==> config.mk <==
export PLATFORM = sky130hd
export DESIGN_NAME = chunked_addsub
export DESIGN_NICKNAME = d
export VERILOG_FILES = /design/src/rtl/chunked_addsub.sv
export SDC_FILE = /design/constraint.sdc
export NUM_CORES = 1
export LEC_CHECK = 0
export ABC_AREA = 1
export CAP_MARGIN = 20
export CORE_MARGIN = 1.5
export CORE_UTILIZATION = 35
export DETAILED_ROUTE_END_ITERATION = 10
export SLEW_MARGIN = 20
export SYNTH_ARGS = -nofsm -noshare
export SYNTH_HDL_FRONTEND = slang
export SYNTH_SLANG_ARGS = --single-unit
export TNS_END_PERCENT = 5
==> constraint.sdc <==
create_clock -name clk -period 1.95 [get_ports clk]
set_clock_uncertainty 0.1 [all_clocks]
set_input_delay 0.39 -clock clk [delete_from_list [all_inputs] [get_ports clk]]
set_output_delay 0.39 -clock clk [all_outputs]
set_load 0.01 [all_outputs]
==> src/rtl/chunked_addsub.sv <==
// Multi-cycle WIDTH-bit adder/subtractor, CHUNK bits per clock, LSB slice first; done follows accept by N=WIDTH/CHUNK cycles.
// No backpressure: start is sampled only in IDLE, so one result every N+2 cycles at most; all outputs registered.
module chunked_addsub #(
  parameter int WIDTH = 16,
  parameter int CHUNK = 4
) (
  input  logic             clk,
  input  logic             rst_n,
  input  logic             start,
  input  logic             sub,
  input  logic [WIDTH-1:0] a,
  input  logic [WIDTH-1:0] b,
  input  logic             cin,
  output logic             busy,
  output logic             done,
  output logic [WIDTH-1:0] s,
  output logic             cout,
  output logic             ovf
);

  localparam int N  = WIDTH / CHUNK;
  localparam int KW = (N > 1) ? $clog2(N) : 1;

  if (CHUNK < 1 || CHUNK > WIDTH || (WIDTH % CHUNK) != 0) begin : g_param_check
    $error("chunked_addsub: WIDTH must be a positive multiple of CHUNK");
  end

  typedef enum logic [1:0] {
    IDLE = 2'd0,
    RUN  = 2'd1,
    DONE = 2'd2
  } state_t;

  state_t           state_q;
  logic [WIDTH-1:0] a_q;
  logic [WIDTH-1:0] b_q;
  logic [WIDTH-1:0] res_q;
  logic             carry_q;
  logic             sub_q;
  logic [KW-1:0]    k_q;
  logic             busy_q;
  logic             done_q;
  logic [WIDTH-1:0] s_q;
  logic             cout_q;
  logic             ovf_q;

  logic [CHUNK-1:0] sl_a;
  logic [CHUNK-1:0] sl_b;
  logic [CHUNK-1:0] sl_sum;
  logic             sl_c;
  logic [WIDTH-1:0] a_d;
  logic [WIDTH-1:0] b_d;
  logic [WIDTH-1:0] res_d;
  logic             last_slice;
  logic             ovf_d;

  // Operands shift right each cycle so the active slice always sits in the low CHUNK bits.
  assign sl_a = a_q[CHUNK-1:0];
  assign sl_b = b_q[CHUNK-1:0];
  assign {sl_c, sl_sum} = {1'b0, sl_a} + {1'b0, sl_b} + {{CHUNK{1'b0}}, carry_q};

  assign a_d   = a_q >> CHUNK;
  assign b_d   = b_q >> CHUNK;
  assign res_d = (res_q >> CHUNK) | (WIDTH'(sl_sum) << (WIDTH - CHUNK));

  assign last_slice = (k_q == KW'(N - 1));

  // In the top slice the operand sign bits are the MSBs of a and b'; overflow when they agree but the sum sign differs.
  assign ovf_d = (sl_a[CHUNK-1] == sl_b[CHUNK-1]) && (sl_sum[CHUNK-1] != sl_a[CHUNK-1]);

  always_ff @(posedge clk or negedge rst_n) begin
    if (!rst_n) begin
      state_q <= IDLE;
      a_q     <= '0;
      b_q     <= '0;
      res_q   <= '0;
      carry_q <= 1'b0;
      sub_q   <= 1'b0;
      k_q     <= '0;
      busy_q  <= 1'b0;
      done_q  <= 1'b0;
      s_q     <= '0;
      cout_q  <= 1'b0;
      ovf_q   <= 1'b0;
    end else begin
      done_q <= 1'b0;
      case (state_q)
        IDLE: begin
          if (start) begin
            a_q     <= a;
            b_q     <= sub ? ~b : b;
            carry_q <= sub ^ cin;
            sub_q   <= sub;
            k_q     <= '0;
            res_q   <= '0;
            busy_q  <= 1'b1;
            state_q <= RUN;
          end
        end
        RUN: begin
          a_q     <= a_d;
          b_q     <= b_d;
          res_q   <= res_d;
          carry_q <= sl_c;
          k_q     <= k_q + KW'(1);
          if (last_slice) begin
            state_q <= DONE;
            busy_q  <= 1'b0;
            done_q  <= 1'b1;
            s_q     <= res_d;
            cout_q  <= sl_c ^ sub_q;
            ovf_q   <= ovf_d;
          end
        end
        DONE: begin
          state_q <= IDLE;
        end
        default: begin
          state_q <= IDLE;
          busy_q  <= 1'b0;
        end
      endcase
    end
  end

  assign busy = busy_q;
  assign done = done_q;
  assign s    = s_q;
  assign cout = cout_q;
  assign ovf  = ovf_q;

endmodule

==> results.toml <==
[run_status]
status = "finished, final reports clean"

[global_route]
overflow = 0
grt_pass1_vias = 2361
use_met1_pct = 20.1
gr-usage-met3_pct = 3.09
groute.layer.met2.usage_pct = 21.5
grt_max_degree = 71
antenna_found_initial = 0
track_usage_pct = 14.3
top_usage_layer = "met2"
grt_pass1_wl_mm = 11.2

[synthesis]
syn_avg_cell_area_um2 = 9.13
syn_inst = 354
synth_area_um2 = 3230
synthAdderAreaFrac_pct = 2.79
synthDistinctLibCells = 24
synthSimpleGateAreaFrac_pct = 20.3
synth_flop_cell = "dfrtp_1"
synth_top_family_by_area = "simple AND/OR/NAND/NOR gates"
synth_commonest_cells = "nand2_1 (120), dfrtp_1 (70), inv_1 (30), o21ai_0 (27), nand3_1 (25)"
syn_nets = 397
synth_edf_count = 0
synth_compound_area_share_pct = 11.0
synthTopCellsByArea = "dfrtp_1 (54%), nand2_1 (14%), o21ai_0 (4.2%)"
yosys_warnings = 0
synth-xor-area-share_pct = 4.61
synthMuxAreaShare_pct = 0
async_reset_ff_share_pct = 100
synth-seq-cells = 70
ys_seq_area_share_pct = 54.2
yosysTopAreaCell = "dfrtp_1"
synth_top_area_share_pct = 54.2
synth_most_common_cell = "nand2_1"

[timing]
tightest_slew_ns = 0.373
rsz0062_at_grt = "no"
slew_viol_final = 0
min_period_ns = 1.81
slew_headroom_pct = 75.1
period_share_pct = 93.0
setup_viol = 0
finalHoldViolations = 0
worst_slack_ns = 0.136
fmax_mhz = 551
whs_ns = 0.379
tns_ns = 0

[drt]
wl_per_cell_um = 12.5
ant_nets = 0
via_count = 2469
drt-total-wl_mm = 6.60
drt_iter0_drc = 118
post-route-drc-count = 0
vias_per_cell = 4.67
dr.pass1.iters = 4

[setup_path]
rr_startpoint = "a_q[0]$_DFFE_PN0P_"
crit_fanout = 3
start_kind = "flop"
r2r_slack_ns = 0.14
path_class = "flop to flop"
cp.arrival_ns = 1.99
endpoint_kind = "flop"
r2r-end = "cout$_DFFE_PN0P_"
cp.required_ns = 2.13
worstRegToRegCells = 7

[pwr]
power_density_nw_per_um2 = 1640
p_int_uw = 4180
p_sw_share_pct = 39.0
p_leak_uw = 0.00198
power.switching_uw = 2680
p_comb_share_pct = 44.9
clkPwrFrac_pct = 19.6
power_frac_seq_pct = 35.5
peakVddDrop_uv = 699

[finish]
diodes = 0
syn_to_final_growth_pct = 29.1
layout-drive-gt1-share_pct = 12.4
fin_nets = 459

[die]
die-area_um2 = 9820
die_w_um = 99.1
rows = 34
io_pins = 57
start_util_pct = 36.5
core_region_area_um2 = 8850
die_h_um = 99.1

[placed_design]
port_buffers = 56
gp_congestion = 0.803
place_ws_ns = 0.0733
dpl.hpwl_mm = 4.43

[clocking]
clock_path_buffers = 2
cts_setup_buffers = 0
root_buffer = "clkbuf_8"
cts_tree = "yes"
clk_latency_ns = 0.34
cts_sinks = 70
htreeDepth = 3
numCtsBuffers = 9
clk_pin_slew_ns = 0.08

[job]
cap_viol_max_count = 0

[min_path]
worstHoldStart = "res_q[15]$_DFFE_PN0P_"
min_path_type = "flop to flop"
holdPathStages = 2
min_to = "res_q[15]$_DFFE_PN0P_"
## metal layers
metal,vias to the layer above,part of all wire (%)
li1,1254,-
met1,1155,50
met2,48,45
met3,12,3.6
met4,0,1.8
met5,-,0
## layout by cell type (no fill, tap or decap), types with 2 or more instances in the layout
cell type / count
nand2_1: 120
dfrtp_1: 70
clkdlybuf4s50_1: 55
inv_1: 30
o21ai_0: 27
nand3_1: 25
o21ai_2: 14
xor2_1: 13
o22ai_1: 11
clkbuf_8: 11
buf_4: 6
inv_2: 4
xnor2_1: 4
a21oi_1: 4
ha_1: 4
nand2_4: 3
nor2_1: 3
buf_12: 3
o21ai_1: 2
fa_2: 2
bufinv_16: 2
## flip-flops by register name, summed over array words and instances (netlist names)
name,cells
carry_q,1
res_q,12
busy,1
ovf,1
state_q,2
sub_q,1
k_q,2
b_q,16
a_q,16
cout,1
done,1
s,16
## timing repair
| item | 4_1_cts | 5_1_grt |
|---|---|---|
| hold buffers | 1 | 0 |
| endpoints found under the hold margin | 70 | 0 |
| endpoints found under the setup margin | 0 | 4 |
| gates resized for setup | 0 | 2 |
## area by class of cell
cell class	instances	area, um^2
timing repair buffer	66	671
multi-input combinational	235	1260
sequential	70	1750
tap	108	135
fill	900	4670
inverter	34	128
clock inverter	5	81.3
clock buffer	11	151
## how the worst max path moves through the flow
stage               slack, ns  cells past startpoint                from                  end
global placement         0.12                      6  a_q[0]$_DFFE_PN0P_  carry_q$_DFFE_PN0P_
finish                   0.14                      7  a_q[0]$_DFFE_PN0P_     cout$_DFFE_PN0P_
floorplan                0.17                      6  a_q[0]$_DFFE_PN0P_  carry_q$_DFFE_PN0P_
global route             0.04                      7  a_q[0]$_DFFE_PN0P_     cout$_DFFE_PN0P_
detailed placement       0.07                      6  a_q[0]$_DFFE_PN0P_  carry_q$_DFFE_PN0P_
CTS                      0.01                      7  a_q[0]$_DFFE_PN0P_     cout$_DFFE_PN0P_
## logic make-up after synthesis
group                    after synthesis
AO/OA/AOI/OAI                         58
flip-flops                            70
XOR/XNOR                              17
adder cells (fa/ha/maj)                6
AND/OR/NAND/NOR                      154
buffers and inverters                 49
## worst max-delay path, stage by stage, from the launching register on
cell,delay [ns]
dfrtp_1,0.41
fa_2,0.43
fa_2,0.36
nand3_1,0.11
nand3_1,0.09
nand2_1,0.09
nand3_1,0.08
nand2_1,0.07
## stage by stage
step	std cells	power (uW)	util, %	instance area (um^2)
floorplan	354	4520	-	3230
global placement	512	5450	44.4	3930
detailed placement	512	5530	44.4	3930
CTS	529	6890	47.1	4170
global route	529	7440	47.2	4170
finish	529	6860	47.2	4170
## power groups by stage
stage / combinational [uW] / sequential [uW] / clock, uW
finish: 3080 / 2440 / 1340
global route: 3510 / 2510 / 1430
CTS: 3090 / 2440 / 1370
detailed placement: 3060 / 2460 / 0
global placement: 3000 / 2450 / 0
floorplan: 2040 / 2480 / 0
No activity file was read; power rests on OpenSTA's default activity.
